<file path="src/rtl/comparador_sequencia.sv">
// Sequence checker: compares each player value against consecutive memory words.
// Ports: clock/reset, iniciar/jogada strobes, chaves value, memory port, result flags, debug taps.
module comparador_sequencia #(
    parameter int WIDTH   = 4,
    parameter int DEPTH   = 16,
    parameter int TIMEOUT = 5000,
    localparam int ADDR_W = ($clog2(DEPTH) > 1) ? $clog2(DEPTH) : 1
) (
    input  logic              clock,
    input  logic              reset,
    input  logic              iniciar,
    input  logic              jogada,
    input  logic [WIDTH-1:0]  chaves,
    output logic [ADDR_W-1:0] mem_addr,
    input  logic [WIDTH-1:0]  mem_dado,
    output logic              pronto,
    output logic              acertou,
    output logic              errou,
    output logic              timeout,
    output logic [ADDR_W-1:0] db_contagem,
    output logic [WIDTH-1:0]  db_chaves,
    output logic [WIDTH-1:0]  db_memoria,
    output logic              db_igual,
    output logic [3:0]        db_estado
);

    localparam int TIMER_W = ($clog2(TIMEOUT + 1) > 1) ? $clog2(TIMEOUT + 1) : 1;

    localparam logic [3:0] S_INICIAL  = 4'h0;
    localparam logic [3:0] S_PREPARA  = 4'h1;
    localparam logic [3:0] S_ESPERA   = 4'h2;
    localparam logic [3:0] S_REGISTRA = 4'h4;
    localparam logic [3:0] S_COMPARA  = 4'h5;
    localparam logic [3:0] S_PROXIMO  = 4'h6;
    localparam logic [3:0] S_ACERTO   = 4'hA;
    localparam logic [3:0] S_TIMEOUT  = 4'hD;
    localparam logic [3:0] S_ERRO     = 4'hE;

    localparam logic [ADDR_W-1:0]  ADDR_LAST  = ADDR_W'(DEPTH - 1);
    localparam logic [TIMER_W-1:0] TIMER_LAST = TIMER_W'((TIMEOUT > 0) ? TIMEOUT - 1 : 0);
    localparam logic [TIMER_W-1:0] TIMER_MAX  = '1;

    logic [3:0]         estado;
    logic [3:0]         prox;
    logic [ADDR_W-1:0]  contador;
    logic [WIDTH-1:0]   registro;
    logic [TIMER_W-1:0] timer;
    logic               iniciar_ant;
    logic               jogada_ant;
    logic               iniciar_borda;
    logic               jogada_borda;
    logic               igual;
    logic               expirou;
    logic               fim;

    // History flops reset high so a level held through reset is not an edge.
    assign iniciar_borda = iniciar & ~iniciar_ant;
    assign jogada_borda  = jogada & ~jogada_ant;

    assign igual   = (registro == mem_dado);
    assign expirou = (TIMEOUT != 0) && (timer == TIMER_LAST);
    assign fim     = (estado == S_ACERTO) || (estado == S_ERRO) ||
                     (estado == S_TIMEOUT);

    always_comb begin
        prox = S_INICIAL;
        case (estado)
            S_INICIAL:  prox = iniciar_borda ? S_PREPARA : S_INICIAL;
            S_PREPARA:  prox = S_ESPERA;
            S_ESPERA: begin
                // A play arriving on the expiry cycle takes precedence.
                if (jogada_borda)
                    prox = S_REGISTRA;
                else if (expirou)
                    prox = S_TIMEOUT;
                else
                    prox = S_ESPERA;
            end
            S_REGISTRA: prox = S_COMPARA;
            S_COMPARA: begin
                if (!igual)
                    prox = S_ERRO;
                else if (contador == ADDR_LAST)
                    prox = S_ACERTO;
                else
                    prox = S_PROXIMO;
            end
            S_PROXIMO:  prox = S_ESPERA;
            S_ACERTO,
            S_ERRO,
            S_TIMEOUT:  prox = iniciar_borda ? S_PREPARA : estado;
            default:    prox = S_INICIAL;
        endcase
    end

    always_ff @(posedge clock or negedge reset) begin
        if (!reset) begin
            estado      <= S_INICIAL;
            contador    <= '0;
            registro    <= '0;
            timer       <= '0;
            iniciar_ant <= 1'b1;
            jogada_ant  <= 1'b1;
        end else begin
            iniciar_ant <= iniciar;
            jogada_ant  <= jogada;
            estado      <= prox;
            case (estado)
                S_PREPARA: begin
                    contador <= '0;
                    registro <= '0;
                    timer    <= '0;
                end
                S_ESPERA: begin
                    if (timer != TIMER_MAX)
                        timer <= timer + TIMER_W'(1);
                end
                S_REGISTRA: registro <= chaves;
                S_PROXIMO: begin
                    if (contador != ADDR_LAST)
                        contador <= contador + ADDR_W'(1);
                    timer <= '0;
                end
                default: ;
            endcase
        end
    end

    assign mem_addr    = contador;
    assign pronto      = fim;
    assign acertou     = (estado == S_ACERTO);
    assign errou       = (estado == S_ERRO);
    assign timeout     = (estado == S_TIMEOUT);
    assign db_contagem = contador;
    assign db_chaves   = registro;
    assign db_memoria  = mem_dado;
    assign db_igual    = igual;
    assign db_estado   = estado;

endmodule

</file>
<file path="config.mk">
export PLATFORM = sky130hd
export DESIGN_NAME = comparador_sequencia
export DESIGN_NICKNAME = d
export VERILOG_FILES = /design/src/rtl/comparador_sequencia.sv
export SDC_FILE = /design/constraint.sdc
export NUM_CORES = 1
export LEC_CHECK = 0
export BUFFER_PORTS_ARGS = -buffer_cell sky130_fd_sc_hd__buf_2
export CORE_MARGIN = 1
export CORE_UTILIZATION = 45
export CTS_CLUSTER_DIAMETER = 50
export DETAILED_ROUTE_END_ITERATION = 6
export PLACE_DENSITY = 0.79
export SLEW_MARGIN = 20
export SYNTH_ARGS = -nofsm -noshare
export SYNTH_HDL_FRONTEND = slang
export SYNTH_SLANG_ARGS = --single-unit
</file>
<file path="constraint.sdc">
create_clock -name clock -period 2 [get_ports clock]
set_input_delay 0 -clock clock [delete_from_list [all_inputs] [get_ports clock]]
set_output_delay 0 -clock clock [all_outputs]
set_load 0.01 [all_outputs]
</file>
==> impl_metrics.yaml, run 1 <==
outcome:
  status: "finished, final reports clean"
critical_path:
  critical_path_class: "register to register"
  path_max_fanout: 8
  arrival_ns: 2.28
  required_ns: 2.28
  end_kind: "register"
  cp_top_family: "simple AND/OR/NAND/NOR gates"
  crit_chain: "or3b_4, a2111o_1, or4_4, a21oi_2"
  cpPeakStageDelay_ns: 0.51
  cp_num_buf_inv: 0
  slowest_stage: "or4_4"
  start_kind: "register"
sta:
  max_freq_mhz: 502
  worst_pin_slew_ns: 0.623
  setup_viol: 0
  drv_slew: 0
  fin_crit_sh_pct: 99.7
  fin_crit_ns: 1.99
  post-route-worst-setup-slack_ns: 0.00682
  whs_ns: 0.00541
  hold_viol: 0
  relSlewSlack_pct: 58.5
  finClkSkew_ns: 0.0147
  rsz0062_at_grt: "true"
clock_tree:
  cts_made_buffers: 3
  clock_path_buffers: 2
  clock-sinks: 27
  htree_levels: 1
  cts.reportedPaths.clkPinSlew_ns: 0.17
  tritoncts: "done"
  clk_latency_ns: 0.35
  clockRootBuffer: "clkbuf_4"
synth:
  synth_xor_area_share_pct: 3.24
  syn_area_sq_um: 1620
  synth-seq-area-share_pct: 41.8
  synth_compound_area_share_pct: 20.4
  synth_mux_area_share_pct: 0.617
  syn_area_per_cell_sq_um: 9.27
  yosysUniqueCellTypes: 42
  netlist_instances: 175
  ys_ff_latch: 27
  synth_top_family_by_area: "simple AND/OR/NAND/NOR gates"
  ys.warnings.count: 0
  synth-simple-area-share_pct: 24.7
  synth_fa_ha_area_share_pct: 1.54
  syn_nets: 189
pwr:
  clock_power_share_pct: 13.6
  p_seq_share_pct: 37.5
  p_leak_uw: 0.000907
  intPower_uw: 1150
  p_comb_share_pct: 48.9
  power.density_nw_per_um2: 968
  p_sw_share_pct: 41.0
  p_sw_uw: 797
  peakVddDrop_mv: 0.486
place:
  place_area_sq_um: 1840
  dp_slack_ns: 0.0682
  dp_hpwl_microns: 2560
  place.gp.congestion: 0.844
  port_buffers: 36
  place_inst: 251
cells_and_area:
  fillers: 282
  drive_above_1_share_pct: 32.9
  antenna_cells: 0
  final_area_sq_um: 2010
  stdcell_count: 265
  syn2layout_area_growth_pct: 23.8
  fin_nets: 234
global_routing:
  grt_pass1_wl_microns: 5770
  grt_max_degree: 28
  gr-total-overflow: 0
  grt_antenna_before_repair: 0
  track_usage_pct: 20.5
  grt_pass1_vias: 1271
route:
  drt_iter0_markers: 60
  drt_first_pass_iters: 4
  avgRoutedWirePerCell_microns: 14.2
  num_vias: 1498
  drc: 0
  ant_nets: 0
  drt-total-wl_microns: 3760
  vias_per_cell: 5.65
die:
  dieArea_sq_um: 3850
  fp.dieH_microns: 62.1
  num_rows: 21
  core_sq_um: 3390
  die-width_microns: 62.1
  ioPinCount: 37
  initial_core_util_pct: 47.9
flow_run:
  drv_cap: 0
worst_hold_path:
  hold_class: "input port to register"
final cells by class:
class	count	area, sq um	share of cell area (%)
sequential	27	678	33.7
multi-input combinational	126	867	43.2
tap	46	57.6	2.86
clock buffer	3	22.5	1.12
inverter	5	18.8	0.934
timing repair buffer	57	357	17.7
clock inverter	1	8.76	0.436
placed cells by master (no fill, tap or decap), drive strengths merged, types with 2 or more instances in the layout:
cell         Yosys  routed
a21o             2       2
a21oi           13      13
a22o             8       8
and3             3       3
buf             12      51
clkbuf           5       3
dfrtp           25      25
dfstp            2       2
dlygate4sd3      0       6
ha               2       2
inv              5       6
nand2           11      11
nand2b           2       2
nand3            6       6
nand3b           4       4
nand4            6       6
nor2             8       8
nor3             6       6
nor4             3       3
o21ai           10      10
o311ai           3       3
o31ai            9       9
or3              3       3
or4              7       7
or4b             3       3
xnor2            5       5
registers in the layout (all words and copies together), names as in the netlist:
register and flops:
iniciar_ant 1, db_estado 4, jogada_ant 1, db_contagem 4
timer 13, db_chaves 4
layer usage:
metal	vias to the layer above	part of all wire (%)	GRT usage, %
met5	-	0	0
met3	5	3.0	1.86
li1	745	-	-
met1	710	48	28.3
met2	38	48	33.9
met4	0	1.1	6.67
synth_stat cells:
master	number	area, sq um
dfrtp_1	25	626
a21oi_1	13	65.1
nand2_1	11	41.3
o21ai_0	10	50.1
buf_4	9	67.6
o31ai_1	9	67.6
a22o_1	8	70.1
nor2_1	8	30.0
or4_1	7	52.6
nand3_1	6	30.0
nand4_1	6	37.5
nor3_1	6	30.0
clkbuf_1	5	18.8
inv_1	5	18.8
xnor2_1	5	43.8
nand3b_1	4	30.0
and3_1	3	18.8
nor4_1	3	18.8
o311ai_0	3	26.3
a21o_2	2	17.5
dfstp_2	2	52.6
ha_1	2	25.0
nand2b_1	2	12.5
or3_1	2	12.5
or4b_2	2	20.0
a2111o_1	1	11.3
and4_1	1	8.76
buf_1	1	3.75
buf_2	1	5.00
buf_6	1	11.3
mux2i_1	1	10.0
nor2b_1	1	6.26
nor4b_1	1	8.76
o211ai_1	1	7.51
o21a_1	1	7.51
o41ai_1	1	8.76
or2_2	1	6.26
or2b_1	1	7.51
or3_2	1	7.51
or3b_4	1	11.3
or4b_1	1	10.0
xor2_1	1	8.76
worst min-delay path, cell delays in order:
cell and delay (ns):
buf_2 0.08, a22o_1 0.12, a22o_1 0.14
logic make-up after synthesis:
group,count (synthesis)
AO/OA/AOI/OAI,49
buffers and inverters,22
multiplexers,1
XOR/XNOR,6
adder cells (fa/ha/maj),2
AND/OR/NAND/NOR,68
flip-flops,27
what timing repair did:
| action | CTS | global route |
|---|---|---|
| endpoints found under the hold margin | 30 | 0 |
| gates resized for setup | 0 | 15 |
| hold buffers | 6 | 0 |
| setup endpoints to repair | 0 | 12 |
| setup buffers | 0 | 3 |
per-stage QoR:
stage	util (%)	power (uW)	TNS, ns
after global routing	59.3	2090	-0.275
after CTS	57.1	1880	0
after global placement	54.4	1580	0
after detailed placement	54.4	1600	0
after floorplan	-	1350	0
final	59.3	1940	0
final timing paths:
path | from | cells after the start | slack [ns] | endpoint
setup / recovery | db_estado[2]$_DFFE_PN0P_ | 4 | 0.007 | timer[7]$_DFFE_PN0P_
hold / removal | chaves[0] | 3 | 0.005 | db_chaves[0]$_DFFE_PN0P_
setup reg to reg | db_estado[2]$_DFFE_PN0P_ | 4 | 0.007 | timer[7]$_DFFE_PN0P_
hold reg to reg | timer[12]$_DFFE_PN0P_ | 1 | 0.54 | timer[12]$_DFFE_PN0P_
max in group asynchronous | reset | 2 | 1.41 | timer[9]$_DFFE_PN0P_
min in group asynchronous | reset | 2 | 0.17 | db_contagem[3]$_DFFE_PN0P_
power groups by stage:
stage | Sequential, uW | Combinational (uW) | Clock, uW
CTS | 732 | 875 | 269
global placement | 736 | 844 | 0
floorplan | 769 | 584 | 0
detailed placement | 744 | 859 | 0
finish | 729 | 951 | 265
global route | 747 | 1050 | 291
Note: power is estimated with default switching activity, not from simulation.
==> run 2, diff against run 1 <==
Settings changed: RECOVER_POWER from default to 50.
==> run 2 against run 1 <==
  * The run now ends with max-capacitance violations, max-slew violations left
  * Combinational power down 0.6%
  * Clock power hardly changed
  * Count of clock-buffer cells in the layout unchanged
  * Register-to-register slack is essentially flat
  * Largest power group unchanged
  * Highest routed layer unchanged
==> impl_metrics.yaml, run 2 (synthesized netlist as in run 1, its figures left out) <==
route:
  met1Wirelength_microns: 1880
  num_vias: 1494
  drc: 0
  wl_met3_microns: 88
  avgRoutedWirePerCell_microns: 14.3
  ant_nets: 0
  drt_iter0_markers: 62
  highest_layer: "met4"
  drt_first_pass_iters: 4
  drt-total-wl_microns: 3800
  vias_per_cell: 5.64
  met2WireLength_microns: 1790
global_routing:
  grt_pass1_wl_microns: 5770
  gr-total-overflow: 0
  grt_pass1_vias: 1271
  track_usage_pct: 20.5
  grt_antenna_before_repair: 0
  grt_max_degree: 28
sta:
  whs_ns: 0.00620
  relSlewSlack_pct: -0.680
  drv_slew: 28
  fin_crit_sh_pct: 99.5
  fin_crit_ns: 1.99
  hold_viol: 0
  worst_pin_slew_ns: 1.51
  max_freq_mhz: 503
  setup_viol: 0
  finClkSkew_ns: 0.0107
  rsz0062_at_grt: "true"
critical_path:
  critical_path_class: "register to register"
  worstReg2RegEnd: "timer[7]$_DFFE_PN0P_"
  r2r_slack_ns: 0.01
  cp_num_buf_inv: 0
  cpPeakStageDelay_ns: 0.51
  start_kind: "register"
  r2r_cells: 4
  end_kind: "register"
  crit_chain: "or3b_4, a2111o_1, or4_4, a21oi_2"
  arrival_ns: 2.28
  slowest_stage: "or4_4"
  cp_top_family: "simple AND/OR/NAND/NOR gates"
  path_max_fanout: 8
  r2r-start: "db_estado[2]$_DFFE_PN0P_"
  required_ns: 2.29
cells_and_area:
  syn2layout_area_growth_pct: 23.1
  fin_nets: 234
  stdcell_count: 265
  seqCellArea_sq_um: 678
  layout_common_cells: "buf_2, dfrtp_1, buf_4"
  largest_reg_flops: 13
  fillers: 290
  final_area_sq_um: 2000
  multi_input_area_sq_um: 867
  top_register: "timer"
  final_common_cell: "buf_2"
  drive_above_1_share_pct: 28.3
  antenna_cells: 0
place:
  port_buffers: 36
  place_inst: 251
  place.gp.congestion: 0.844
  dp_hpwl_microns: 2560
  place_area_sq_um: 1840
clock_tree:
  clk_latency_ns: 0.35
  clockRootBuffer: "clkbuf_4"
  cts.reportedPaths.clkPinSlew_ns: 0.17
  clock_path_buffers: 2
  tritoncts: "done"
  cts_made_buffers: 3
  clock-sinks: 27
  htree_levels: 1
pwr:
  p_leak_uw: 0.000876
  peakVddDrop_mv: 0.487
  power.density_nw_per_um2: 973
die:
  num_rows: 21
  core_sq_um: 3390
  fp.dieH_microns: 62.1
  dieArea_sq_um: 3850
  die-width_microns: 62.1
  ioPinCount: 37
  initial_core_util_pct: 47.9
flow_run:
  drv_cap: 1
worst_hold_path:
  holdPathEnd: "db_chaves[0]$_DFFE_PN0P_"
  hold_class: "input port to register"
  hold_start: "chaves[0]"
  min_path_cells: 3
outcome:
  status: "finished, violations left"
  violations: "max-capacitance violations, max-slew violations"
[run 2: cell types whose count changed in the layout (fill, tap and decap cells not counted)]
cell / previous run / this run
buf_2: 36 / 26
clkbuf_1: 0 / 10
[run 2: where the power goes]
group	leakage, uW	switching (uW)	total [uW]	internal (uW)
clock network	0.0000183	185	267	82.0
logic	0.000496	526	945	419
registers	0.000361	91.1	730	639
[run 2: metal layers]
| layer | global-route usage [%] | up-vias |
|---|---|---|
| met2 | 33.9 | 30 |
| met4 | 6.67 | 0 |
| met1 | 28.3 | 715 |
| met5 | 0 | - |
| li1 | - | 744 |
| met3 | 1.86 | 5 |
[run 2: layout make-up]
type                            instances  share of cell area (%)
Multi-Input combinational cell        126                    43.4
Sequential cell                        27                    34.0
Clock inverter                          1                   0.439
Timing Repair Buffer                   57                    17.2
Tap cell                               46                    2.88
Clock buffer                            3                    1.13
Inverter                                5                   0.940
[run 2: repair_timing]
| item | 4_1_cts | 5_1_grt |
|---|---|---|
| resized for setup | 0 | 15 |
| buffers inserted | 0 | 3 |
| hold endpoints to repair | 30 | 0 |
| endpoints found under the setup margin | 0 | 12 |
| hold buffers | 6 | 0 |
[run 2: stage by stage]
step | utilization [%] | setup WS [ns] | total power [uW] | setup TNS, ns
2_1_floorplan | - | 0.00481 | 1350 | 0
3_3_place_gp | 54.4 | 0.0793 | 1580 | 0
3_5_place_dp | 54.4 | 0.0682 | 1600 | 0
4_1_cts | 57.1 | 0.0214 | 1880 | 0
5_1_grt | 58.9 | -0.0836 | 2080 | -0.275
6_report | 58.9 | 0.0101 | 1940 | 0
[run 2: worst max path at each step]
stage,from,to,slack [ns],depth (start not counted)
final,db_estado[2]$_DFFE_PN0P_,timer[7]$_DFFE_PN0P_,0.01,4
after global routing,timer[1]$_DFFE_PN0P_,db_estado[2]$_DFFE_PN0P_,-0.08,6
after CTS,db_estado[2]$_DFFE_PN0P_,timer[11]$_DFFE_PN0P_,0.02,4
after detailed placement,db_estado[2]$_DFFE_PN0P_,timer[5]$_DFFE_PN0P_,0.07,4
after global placement,timer[0]$_DFFE_PN0P_,db_estado[0]$_DFFE_PN0P_,0.08,6
after floorplan,db_estado[1]$_DFFE_PN0P_,timer[9]$_DFFE_PN0P_,0.005,8
[run 2: worst register-to-register path: cells and delay by family (launching register included)]
kind | cells | cell delay [ns]
flops | 1 | 0.43
simple gates | 2 | 0.91
compound gates | 2 | 0.59
==> run 3, diff against run 2 <==
Settings changed: GPL_TIMING_DRIVEN from default to 0.
==> run 3 against run 2 <==
  * The run ends with negative setup slack left
  * Setup slack lost 0.061 ns
  * Clock skew is 0.0012 ns higher
  * Non-clock buffer count increased by 9
  * Global-route usage increased by 2.2 points
  * Largest power group unchanged
  * Critical path depth unchanged
==> impl_metrics.yaml, run 3 (synthesized netlist as in run 1, its figures left out) <==
die:
  dieArea_sq_um: 3850
  fp.dieH_microns: 62.1
  ioPinCount: 37
  num_rows: 21
  die-width_microns: 62.1
  initial_core_util_pct: 47.9
  core_sq_um: 3390
cells_and_area:
  antenna_cells: 0
  syn2layout_area_growth_pct: 27.6
  multi_input_area_sq_um: 868
  fillers: 299
  largest_reg_flops: 13
  layout_common_cells: "buf_2, dfrtp_1, buf_4"
  final_common_cell: "buf_2"
  utilization_pct: 61.1
  fin_nets: 243
  drive_above_1_share_pct: 31.1
  top_register: "timer"
  final_area_sq_um: 2070
  seqCellArea_sq_um: 681
clock_tree:
  cts.reportedPaths.clkPinSlew_ns: 0.18
  clockRootBuffer: "clkbuf_4"
  cts_made_buffers: 3
  tritoncts: "done"
  clk_latency_ns: 0.36
  clock-sinks: 27
  htree_levels: 1
  clock_path_buffers: 2
sta:
  rsz0062_at_grt: "true"
  finClkSkew_ns: 0.0120
  post-route-worst-setup-slack_ns: -0.0507
  max_freq_mhz: 488
  setup_viol: 1
  fin_crit_sh_pct: 103
  fin_setup_tns_ns: -0.0507
  worst_pin_slew_ns: 1.49
  relSlewSlack_pct: 0.639
  drv_slew: 0
  fin_crit_ns: 2.05
  hold_viol: 0
  whs_ns: 0.129
route:
  avgRoutedWirePerCell_microns: 14.6
  drc: 0
  num_vias: 1557
  drt_first_pass_iters: 4
  drt-total-wl_microns: 4000
  drt_iter0_markers: 69
  ant_nets: 0
  vias_per_cell: 5.68
worst_hold_path:
  hold_class: "input port to register"
place:
  port_buffers: 36
  dp_hpwl_microns: 2630
  place.gp.congestion: 0.860
  place_area_sq_um: 1860
pwr:
  p_leak_uw: 0.000933
  power.density_nw_per_um2: 964
  peakVddDrop_mv: 0.696
  power_uw: 2000
global_routing:
  grt_max_degree: 28
  grt_pass1_vias: 1420
  track_usage_pct: 22.7
  gr-total-overflow: 0
  grt_antenna_before_repair: 0
  grt_pass1_wl_microns: 6380
flow_run:
  drv_cap: 0
critical_path:
  end_kind: "register"
  required_ns: 2.29
  cpPeakStageDelay_ns: 0.49
  crit_chain: "or3b_4, a2111o_1, or4_1, a21oi_1"
  start_kind: "register"
  path_max_fanout: 7
  slowest_stage: "or4_1"
  critical_path_class: "register to register"
  arrival_ns: 2.34
outcome:
  violations: "negative setup slack"
  status: "finished, violations left"
[run 3: area by class of cell]
class	count	share of cell area, %
Multi-Input combinational cell	126	41.9
Sequential cell	27	32.9
Timing Repair Buffer	52	14.9
Buffer	14	5.08
Tap cell	46	2.78
Clock buffer	3	1.09
Inverter	5	0.906
Clock inverter	1	0.423
[run 3: power by group]
part           switching, uW  internal (uW)  total [uW]
combinational            512            449         961
sequential               115            642         756
clock                    196           82.1         279
total                    823           1170        2000
[run 3: critical path: cells and delay by family (launching register included)]
kind	cells	cell delay (ns)
flops	1	0.45
simple gates	2	0.92
compound gates	2	0.61
[run 3: stage by stage]
step	std cells	setup slack (ns)
finish	274	-0.0507
global route	274	-0.123
CTS	272	-0.0557
detailed placement	257	-0.226
global placement	257	-0.229
floorplan	175	0.00481
[run 3: what timing repair did]
action | in CTS | in global routing
hold endpoints to repair | 31 | 0
hold buffers | 7 | 0
pin swaps | 0 | 3
setup buffers | 5 | 4
gates resized for setup | 10 | 7
setup endpoints to repair | 17 | 17
[run 3: worst paths after layout]
check,start,to,slack [ns],cells past startpoint
hold reg to reg,timer[0]$_DFFE_PN0P_,timer[0]$_DFFE_PN0P_,0.56,1
max in group asynchronous,reset,db_estado[1]$_DFFE_PN0P_,0.53,2
setup / recovery,db_estado[2]$_DFFE_PN0P_,timer[7]$_DFFE_PN0P_,-0.05,4
hold / removal,mem_dado[1],db_estado[3]$_DFFE_PN0P_,0.13,5
setup reg to reg,db_estado[2]$_DFFE_PN0P_,timer[7]$_DFFE_PN0P_,-0.05,4
min in group asynchronous,reset,db_contagem[1]$_DFFE_PN0P_,0.51,2
[run 3: routing by layer]
| layer | vias to the layer above | GRT usage, % | share of wire, % |
|---|---|---|---|
| li1 | 765 | - | - |
| met1 | 749 | 29.8 | 46 |
| met2 | 38 | 39.5 | 49 |
| met3 | 5 | 3.11 | 3.5 |
| met4 | 0 | 5.40 | 0.95 |
| met5 | - | 0 | 0 |
